`config.mk`:
```
export PLATFORM = sky130hd
export DESIGN_NAME = ham_15_11_decoder_flat
export DESIGN_NICKNAME = d
export VERILOG_FILES = /design/src/rtl/ham_pkg.sv /design/src/rtl/ham_15_11_decoder_if.sv /design/src/rtl/ham_15_11_syndrome.sv /design/src/rtl/ham_15_11_decoder.sv /design/src/flat_wrapper.sv
export SDC_FILE = /design/constraint.sdc
export NUM_CORES = 1
export LEC_CHECK = 0
export BUFFER_PORTS_ARGS = -buffer_cell sky130_fd_sc_hd__buf_2
export CAP_MARGIN = 20
export CORE_ASPECT_RATIO = 1.75
export CORE_MARGIN = 2
export CORE_UTILIZATION = 54
export DETAILED_ROUTE_END_ITERATION = 10
export PLACE_DENSITY_LB_ADDON = 0.1
export SYNTH_ARGS = -nofsm -noshare
export SYNTH_HDL_FRONTEND = slang
export SYNTH_SLANG_ARGS = --single-unit
```
`constraint.sdc`:
```
create_clock -name clk -period 3 [get_ports clk]
set_input_delay 0.15 -clock clk [delete_from_list [all_inputs] [get_ports clk]]
set_output_delay 0.15 -clock clk [all_outputs]
set_load 0.1 [all_outputs]
```
`src/rtl/ham_pkg.sv`:
```
// ham_pkg: shared (15,11) Hamming bit map, widths and syndrome/extract helpers
package ham_pkg;
  localparam int CODE_W = 15;
  localparam int DATA_W = 11;
  localparam int SYN_W = 4;
  localparam int P1_IDX = 0;
  localparam int P2_IDX = 1;
  localparam int P4_IDX = 3;
  localparam int P8_IDX = 7;
  function automatic logic [SYN_W-1:0] ham_syndrome(input logic [CODE_W-1:0] c);
    logic [SYN_W-1:0] s;
    s = '0;
    for (int i = 0; i < CODE_W; i++)
      for (int k = 0; k < SYN_W; k++)
        if (((i + 1) & (1 << k)) != 0) s[k] = s[k] ^ c[i];
    return s;
  endfunction
  function automatic logic [DATA_W-1:0] ham_extract(input logic [CODE_W-1:0] c);
    return {c[14:8], c[6:4], c[2]};
  endfunction
endpackage

```
`src/rtl/ham_15_11_decoder_if.sv`:
```
// ham_15_11_decoder_if: codeword-in / data-out valid-ready streams of the decoder
interface ham_15_11_decoder_if;
  import ham_pkg::*;
  logic in_valid;
  logic in_ready;
  logic [CODE_W-1:0] c_in;
  logic out_valid;
  logic out_ready;
  logic [DATA_W-1:0] d_out;
  logic err_corrected;
  logic [SYN_W-1:0] err_pos;
  modport master (
    output in_valid, c_in, out_ready,
    input in_ready, out_valid, d_out, err_corrected, err_pos
  );
  modport slave (
    input in_valid, c_in, out_ready,
    output in_ready, out_valid, d_out, err_corrected, err_pos
  );
endinterface

```
`src/rtl/ham_15_11_syndrome.sv`:
```
// ham_15_11_syndrome: combinational codeword -> 4-bit syndrome
module ham_15_11_syndrome
  import ham_pkg::*;
(
  input logic [CODE_W-1:0] c,
  output logic [SYN_W-1:0] s
);
  assign s = ham_syndrome(c);
endmodule

```
`src/rtl/ham_15_11_decoder.sv`:
```
// ham_15_11_decoder: 2-stage SEC decoder with valid/ready backpressure.
// Define HAM_DEC_STATS_EN to build the saturating corrected-word counter.
module ham_15_11_decoder
  import ham_pkg::*;
#(
  parameter int CNT_W = 16
) (
  input logic clk,
  input logic rst,
  ham_15_11_decoder_if.slave bus,
  input logic clr_cnt,
  output logic [CNT_W-1:0] corr_cnt
);
  logic s1_valid, s2_valid, s2_load;
  logic [CODE_W-1:0] s1_c, fixed;
  logic [SYN_W-1:0] s1_s, syn;
  ham_15_11_syndrome u_syn (.c(bus.c_in), .s(syn));
  always_comb begin
    s2_load = s1_valid && (!s2_valid || bus.out_ready);
    bus.in_ready = !s1_valid || s2_load;
    fixed = (s1_s != '0) ? s1_c ^ (CODE_W'(1) << (s1_s - SYN_W'(1))) : s1_c;
  end
  assign bus.out_valid = s2_valid;
  always_ff @(posedge clk or posedge rst)
    if (rst) begin
      s1_valid <= 1'b0;
      s1_c <= '0;
      s1_s <= '0;
    end else if (bus.in_ready) begin
      s1_valid <= bus.in_valid;
      if (bus.in_valid) begin
        s1_c <= bus.c_in;
        s1_s <= syn;
      end
    end
  always_ff @(posedge clk or posedge rst)
    if (rst) begin
      s2_valid <= 1'b0;
      bus.d_out <= '0;
      bus.err_corrected <= 1'b0;
      bus.err_pos <= '0;
    end else begin
      s2_valid <= s2_load || (s2_valid && !bus.out_ready);
      if (s2_load) begin
        bus.d_out <= ham_extract(fixed);
        bus.err_corrected <= s1_s != '0;
        bus.err_pos <= s1_s;
      end
    end
`ifdef HAM_DEC_STATS_EN
  always_ff @(posedge clk or posedge rst)
    if (rst) corr_cnt <= '0;
    else if (clr_cnt) corr_cnt <= '0;
    else if (bus.out_valid && bus.out_ready && bus.err_corrected && !(&corr_cnt))
      corr_cnt <= corr_cnt + CNT_W'(1);
`else
  logic unused_clr;
  assign unused_clr = clr_cnt;
  assign corr_cnt = '0;
`endif
endmodule
```
`src/flat_wrapper.sv`:
```
// flat-port wrapper written by rule: the top's interface ports become plain ports
module ham_15_11_decoder_flat import ham_pkg::*;
#(
  parameter int CNT_W = 16
)
  (clk, rst, clr_cnt, corr_cnt, bus_in_valid, bus_c_in, bus_out_ready, bus_in_ready, bus_out_valid, bus_d_out, bus_err_corrected, bus_err_pos);
  ham_15_11_decoder_if bus_i ();
  input logic clk;
  input logic rst;
  input logic clr_cnt;
  output logic [CNT_W-1:0] corr_cnt;
  input wire logic [$bits(bus_i.in_valid)-1:0] bus_in_valid;
  input wire logic [$bits(bus_i.c_in)-1:0] bus_c_in;
  input wire logic [$bits(bus_i.out_ready)-1:0] bus_out_ready;
  output wire logic [$bits(bus_i.in_ready)-1:0] bus_in_ready;
  output wire logic [$bits(bus_i.out_valid)-1:0] bus_out_valid;
  output wire logic [$bits(bus_i.d_out)-1:0] bus_d_out;
  output wire logic [$bits(bus_i.err_corrected)-1:0] bus_err_corrected;
  output wire logic [$bits(bus_i.err_pos)-1:0] bus_err_pos;
  assign bus_i.in_valid = bus_in_valid;
  assign bus_i.c_in = bus_c_in;
  assign bus_i.out_ready = bus_out_ready;
  assign bus_in_ready = bus_i.in_ready;
  assign bus_out_valid = bus_i.out_valid;
  assign bus_d_out = bus_i.d_out;
  assign bus_err_corrected = bus_i.err_corrected;
  assign bus_err_pos = bus_i.err_pos;
  ham_15_11_decoder #(.CNT_W(CNT_W)) u_core (.clk(clk), .rst(rst), .bus(bus_i), .clr_cnt(clr_cnt), .corr_cnt(corr_cnt));
endmodule
```
## Yosys cells after proc, flatten, opt, wreduce, memory -nomap -nowiden

Index checks and enable logic that the tools add are counted.

| storage, ports and cells | value |
|---|---|
| RAM bits | 0 |
| output and inout bits | 34 |
| bits in latches | 0 |
| input port bits | 20 |
| register bits | 37 |
| bits in read-only memories | 0 |
| logic and storage cells | 49 |
| memories kept | 0 |

| operators by class | value |
|---|---|
| multipliers | 0 |
| eq/ne operators | 0 |
| divide/modulo/power cells | 0 |
| reductions and logical operators | 10 |
| add/sub/neg operators | 1 |
| $lt $le $gt $ge | 0 |
| shifts and indexed selects | 1 |
| multiplexer cells | 1 |
| bitwise operators | 29 |

Operators with widths:

| cell | number |
|---|---|
| $xor 1x1->1 | 28 |
| $mux 15 | 1 |
| $shl 1x4->15 const A | 1 |
| $xor 15x15->15 | 1 |
| $reduce_bool 4->1 | 1 |
| $sub 4x1->4 const B | 1 |
| $logic_not 1->1 | 3 |
| $logic_or 1x1->1 | 3 |
| $logic_and 1x1->1 | 2 |
| $reduce_and 2->1 | 1 |

## Longest topological paths before layout

| logic depth | value |
|---|---|
| depth after elaboration | 7 |
| gate-level depth with buffers | 5 |
| depth with buffers taken out | 4 |

## Modules after synthesis

Synthesis repeated with hierarchy kept, for this count alone.

| unflattened totals | value |
|---|---|
| cell total of the unflattened synthesis | 154 |
| area total of the unflattened synthesis | 1,909.3 sq um |

By module, submodules not included:

| module | cells each | sequential area each (sq um) | area each (sq um) | times used |
|---|---|---|---|---|
| ham_15_11_decoder | 132 | 825.8 | 1,694.1 | 1 |
| ham_15_11_syndrome | 22 | 0.0 | 215.2 | 1 |

## Worst setup path after synthesis

OpenSTA, ideal clock, no wires.

| path | value |
|---|---|
| path kind | register to register |
| start | register u_core.s2_valid, in the netlist u_core.bus.out_valid |
| end | register u_core.s1_c[2] |
| slack | -0.173 ns |
| cell stages (with the launch flop) | 5 |
| period minus slack after synthesis | 3.173 ns |
| data required time | 2.875 ns |
| library setup time | 0.125 ns |
| arrival time | 3.048 ns |
| path buffers | 1 |
| cells stage by stage | dfrtp_1 -> nand3b_1 -> nand2_2 -> buf_2 -> mux2_2 |

| between the ends | value |
|---|---|
| cells in the longest elaborated chain, start to end | 5 |

Ends and longest elaborated chain:

| what | line | text |
|---|---|---|
| start, declared | ham_15_11_decoder.sv:14 | `logic s1_valid, s2_valid, s2_load;` |
| start signal, assigned | ham_15_11_decoder.sv:43 | `s2_valid <= s2_load \|\| (s2_valid && !bus.out_ready);` |
| $logic_not 1->1 | ham_15_11_decoder.sv:19 | `s2_load = s1_valid && (!s2_valid \|\| bus.out_ready);` |
| $logic_or 1x1->1 | ham_15_11_decoder.sv:19 |  |
| $logic_and 1x1->1 | ham_15_11_decoder.sv:19 |  |
| $logic_or 1x1->1 | ham_15_11_decoder.sv:20 | `bus.in_ready = !s1_valid \|\| s2_load;` |
| named net bus_in_ready | flat_wrapper.sv:15 | `output wire logic [$bits(bus_i.in_ready)-1:0] bus_in_ready;` |
| $reduce_and 2->1 (no line) | -- |  |
| end signal, assigned | ham_15_11_decoder.sv:32 | `s1_c <= bus.c_in;` |
| end, declared | ham_15_11_decoder.sv:15 | `logic [CODE_W-1:0] s1_c, fixed;` |

The timed path passes the listed nets, and every way through them passes these cells.
A chain may end at the register's enable or synchronous reset.

## Final worst setup path

| path | value |
|---|---|
| start | register u_core.s2_valid, in the netlist u_core.bus.out_valid |
| end | register u_core.bus.err_pos[0] |

| between the ends | value |
|---|---|
| cells in the longest elaborated chain, start to end | 3 |

Ends and longest elaborated chain:

| what | line | text |
|---|---|---|
| $logic_not 1->1 | ham_15_11_decoder.sv:19 |  |
| $logic_or 1x1->1 | ham_15_11_decoder.sv:19 |  |
| $logic_and 1x1->1 | ham_15_11_decoder.sv:19 |  |
| end signal, assigned | ham_15_11_decoder.sv:47 | `bus.err_pos <= s1_s;` |
| end, declared | ham_15_11_decoder_if.sv:18 | `output in_ready, out_valid, d_out, err_corrected, err_pos` |

No other way between the ends.

==> impl_results.md <==
- Hold Path End: u_core.s1_valid$_DFFE_PP0N_
- Worst-path clk slew: 0.06 ns
- Clk buf depth: 2
- P_sw: 0.00106 W
- Least-Margin Pin Slew: 0.762 ns
- Vias in the first global route: 1025
- Critical R2R Launch: u_core.bus.out_valid$_DFF_PP0_
- Hold_sp: bus_in_valid
- Synth Flop Type: dfrtp_1
- Largest net degree at the start of global routing: 29
- ANT nets after route: 0
- Most common cell after layout, fill and taps aside: buf_2
- Nets: 217
- Reg2Reg Capture Point: u_core.bus.err_pos[0]$_DFFE_PP0P_
- Hold Violations, Final: 0
- Max-Cap Viols: 0
- Pwr per Cell Area: 1010 nW/um^2
- Initial antenna violation count: 0
- EDFF count, synth: 0
- Starting density of the core: 0.558
- WL/cell: 11.7 um
- Share of the synthesized area in the top cell type: 0.481
- Post-cts resize count: 0
- Commonest non-fill, non-tap cells in the layout: buf_2 (36), dfrtp_1 (32), xnor2_1 (19)
- Clock network power share: 0.162
- Hold Crit Depth: 2
- Reg2reg path depth: 3
- GRT overflow: 0
- Synth area leader: dfrtp_1
- Outcome: completed
- Fillcell total: 267
- Setup_tns: 0 ns
- Sequential-to-total area share from yosys stat: 0.481
- Netlist cell types: 23
- Via/cell ratio: 4.58
- CTS root buffer: clkbuf_8
- Final cycle utilization of the critical path: 0.516
- Synth warn: 0
- Cell-internal power: 0.000964 W
- First-pass DRT Iterations: 4
- Die W: 46.6 um
- Async SR Flop Fraction: 1.00
- Core area: 3070 sq um
- CP startpoint kind: flip-flop
- Count of pins over their slew limit: 0
- GRT Util Overall: 0.176
- Final-report setup violation count: 0
- Routed WL: 2830 um
- Share of cells above drive strength 1: 0.313
- Final non-filler cell total: 241
- WS Path Type: flip-flop to flip-flop
- Setup bufs post-CTS: 0
- Sw Ratio: 0.523
- Highest clock rate: 0.646 GHz
- Total CTS buffers: 5
- Share of power burned in registers: 0.324
- Worst setup EP type: flip-flop
- HP Class: primary input to flip-flop
- RD Place Congestion: 0.733
- Combinational share of power: 0.515
- HPWL Detailed: 2360 um
- TritonCTS clock tree: built
- CTS sink count: 33
- R2r setup slk: 1.45 ns
- P&R area growth vs syn: 17.1%
- First-pass GRT wire length: 4470 um
- Via total after detailed routing: 1103
- Arr. time, crit path: 1.70 ns
- RSZ-0062 raised after global routing: no
- Slew margin rel.: 0.491
- Post-Synthesis Cells: 155
- H-tree lvl count: 2
- Req. time, crit path: 3.15 ns
- Top post-synthesis cells by area: dfrtp_1 (48%), mux2_2 (9.8%), xnor2_1 (9.7%)
- Mapped Area: 1720 sq um
- Final min period: 1.55 ns
- Worst IR Drop VDD: 0.470 mV
- Port bufs: 36
- Die area: 3660 sq um
- P_leak: 0.928 nW
- DRC Markers: 0
- Final setup skew: 0.00518 ns
- N_diodes: 0
- Die Ht: 78.6 um
- Placed insts: 231
- Clock Latency Late Sink: 0.27 ns
- Worst-path fanout max: 28
- Rows: 27
- Avg Cell Area, Syn: 11.1 sq um
- Post-synthesis register bit count: 33
- Initial DRC Count: 3
- Boundary Pins: 54
-- worst max-delay path: stages, from the launching register on --
cell      delay [ns]
dfrtp_2         0.37
nand2b_1        0.08
nand2_1         0.58
mux2_2          0.41
-- Yosys cell counts (4+ instances only) --
library cell,instances
nor2_1,4
mux2_2,15
o21ai_1,4
or2_1,4
dfrtp_1,33
buf_4,16
nand2b_1,7
xnor2_1,19
nand2_1,18
xor2_1,9
o21ai_0,11
-- per-layer routing --
metal / GRT usage / wire [um]
met1: 0.174 / 1010
met2: 0.313 / 1650
met3: 0.0414 / 112
met4: 0.0943 / 63
met5: 0 / 0
-- per-stage QoR --
step	setup slack (ns)	util	total power (W)	hold slack, ns	area [sq um]
floorplan	0.225	-	0.00156	0.258	1770
CTS	1.43	0.641	0.00204	0.0938	1970
detailed placement	1.45	0.612	0.00171	0.373	1880
finish	1.45	0.654	0.00202	0.0974	2010
global placement	1.50	0.612	0.00169	0.371	1880
global route	1.33	0.654	0.00211	0.103	2010
-- sequential cells by signal, summed over array words and instances (netlist names) --
register,count
u_core.bus.d_out,11
u_core.bus.err_corrected,1
u_core.bus.err_pos,4
u_core.bus.out_valid,1
u_core.s1_c,11
u_core.s1_s,4
u_core.s1_valid,1
-- layout make-up --
| cell class | instances | area, sq um | share of cell area |
|---|---|---|---|
| timing repair buffer | 39 | 225 | 0.112 |
| clock buffer | 8 | 90.1 | 0.0448 |
| sequential | 33 | 827 | 0.412 |
| tap | 43 | 53.8 | 0.0268 |
| inverter | 1 | 3.75 | 0.00187 |
| multi-input combinational | 117 | 810 | 0.403 |
-- power groups by stage --
stage | registers, W | logic (W) | clock network, W
floorplan | 0.00120 | 0.000356 | 0
global placement | 0.000656 | 0.00103 | 0
detailed placement | 0.000664 | 0.00104 | 0
CTS | 0.000655 | 0.00104 | 0.000336
global route | 0.000673 | 0.00109 | 0.000355
finish | 0.000654 | 0.00104 | 0.000327
-- cells by family after synthesis --
family          synth area share
simple gates               0.109
flops                      0.481
xor+xnor                   0.179
buf+inv                   0.0795
mux                        0.105
compound gates            0.0438
other cells              0.00219
-- repair_timing --
item	CTS	global route
hold buffers	0	1
endpoints found under the setup margin	0	0
hold endpoints to repair	0	3
-- worst max-delay path by stage --
stage	startpoint	end	slack (ns)	cells after the start
after global placement	u_core.bus.out_valid$_DFF_PP0_	u_core.bus.err_pos[2]$_DFFE_PP0P_	1.50	3
after detailed placement	u_core.bus.out_valid$_DFF_PP0_	u_core.bus.err_pos[2]$_DFFE_PP0P_	1.45	3
after global routing	u_core.bus.out_valid$_DFF_PP0_	u_core.bus.err_pos[0]$_DFFE_PP0P_	1.33	3
after CTS	u_core.bus.out_valid$_DFF_PP0_	u_core.bus.err_pos[0]$_DFFE_PP0P_	1.43	3
after floorplan	u_core.bus.out_valid$_DFF_PP0_	u_core.s1_c[2]$_DFFE_PP0P_	0.22	4
final	u_core.bus.out_valid$_DFF_PP0_	u_core.bus.err_pos[0]$_DFFE_PP0P_	1.45	3
Note: power is estimated with default switching activity, not from simulation.
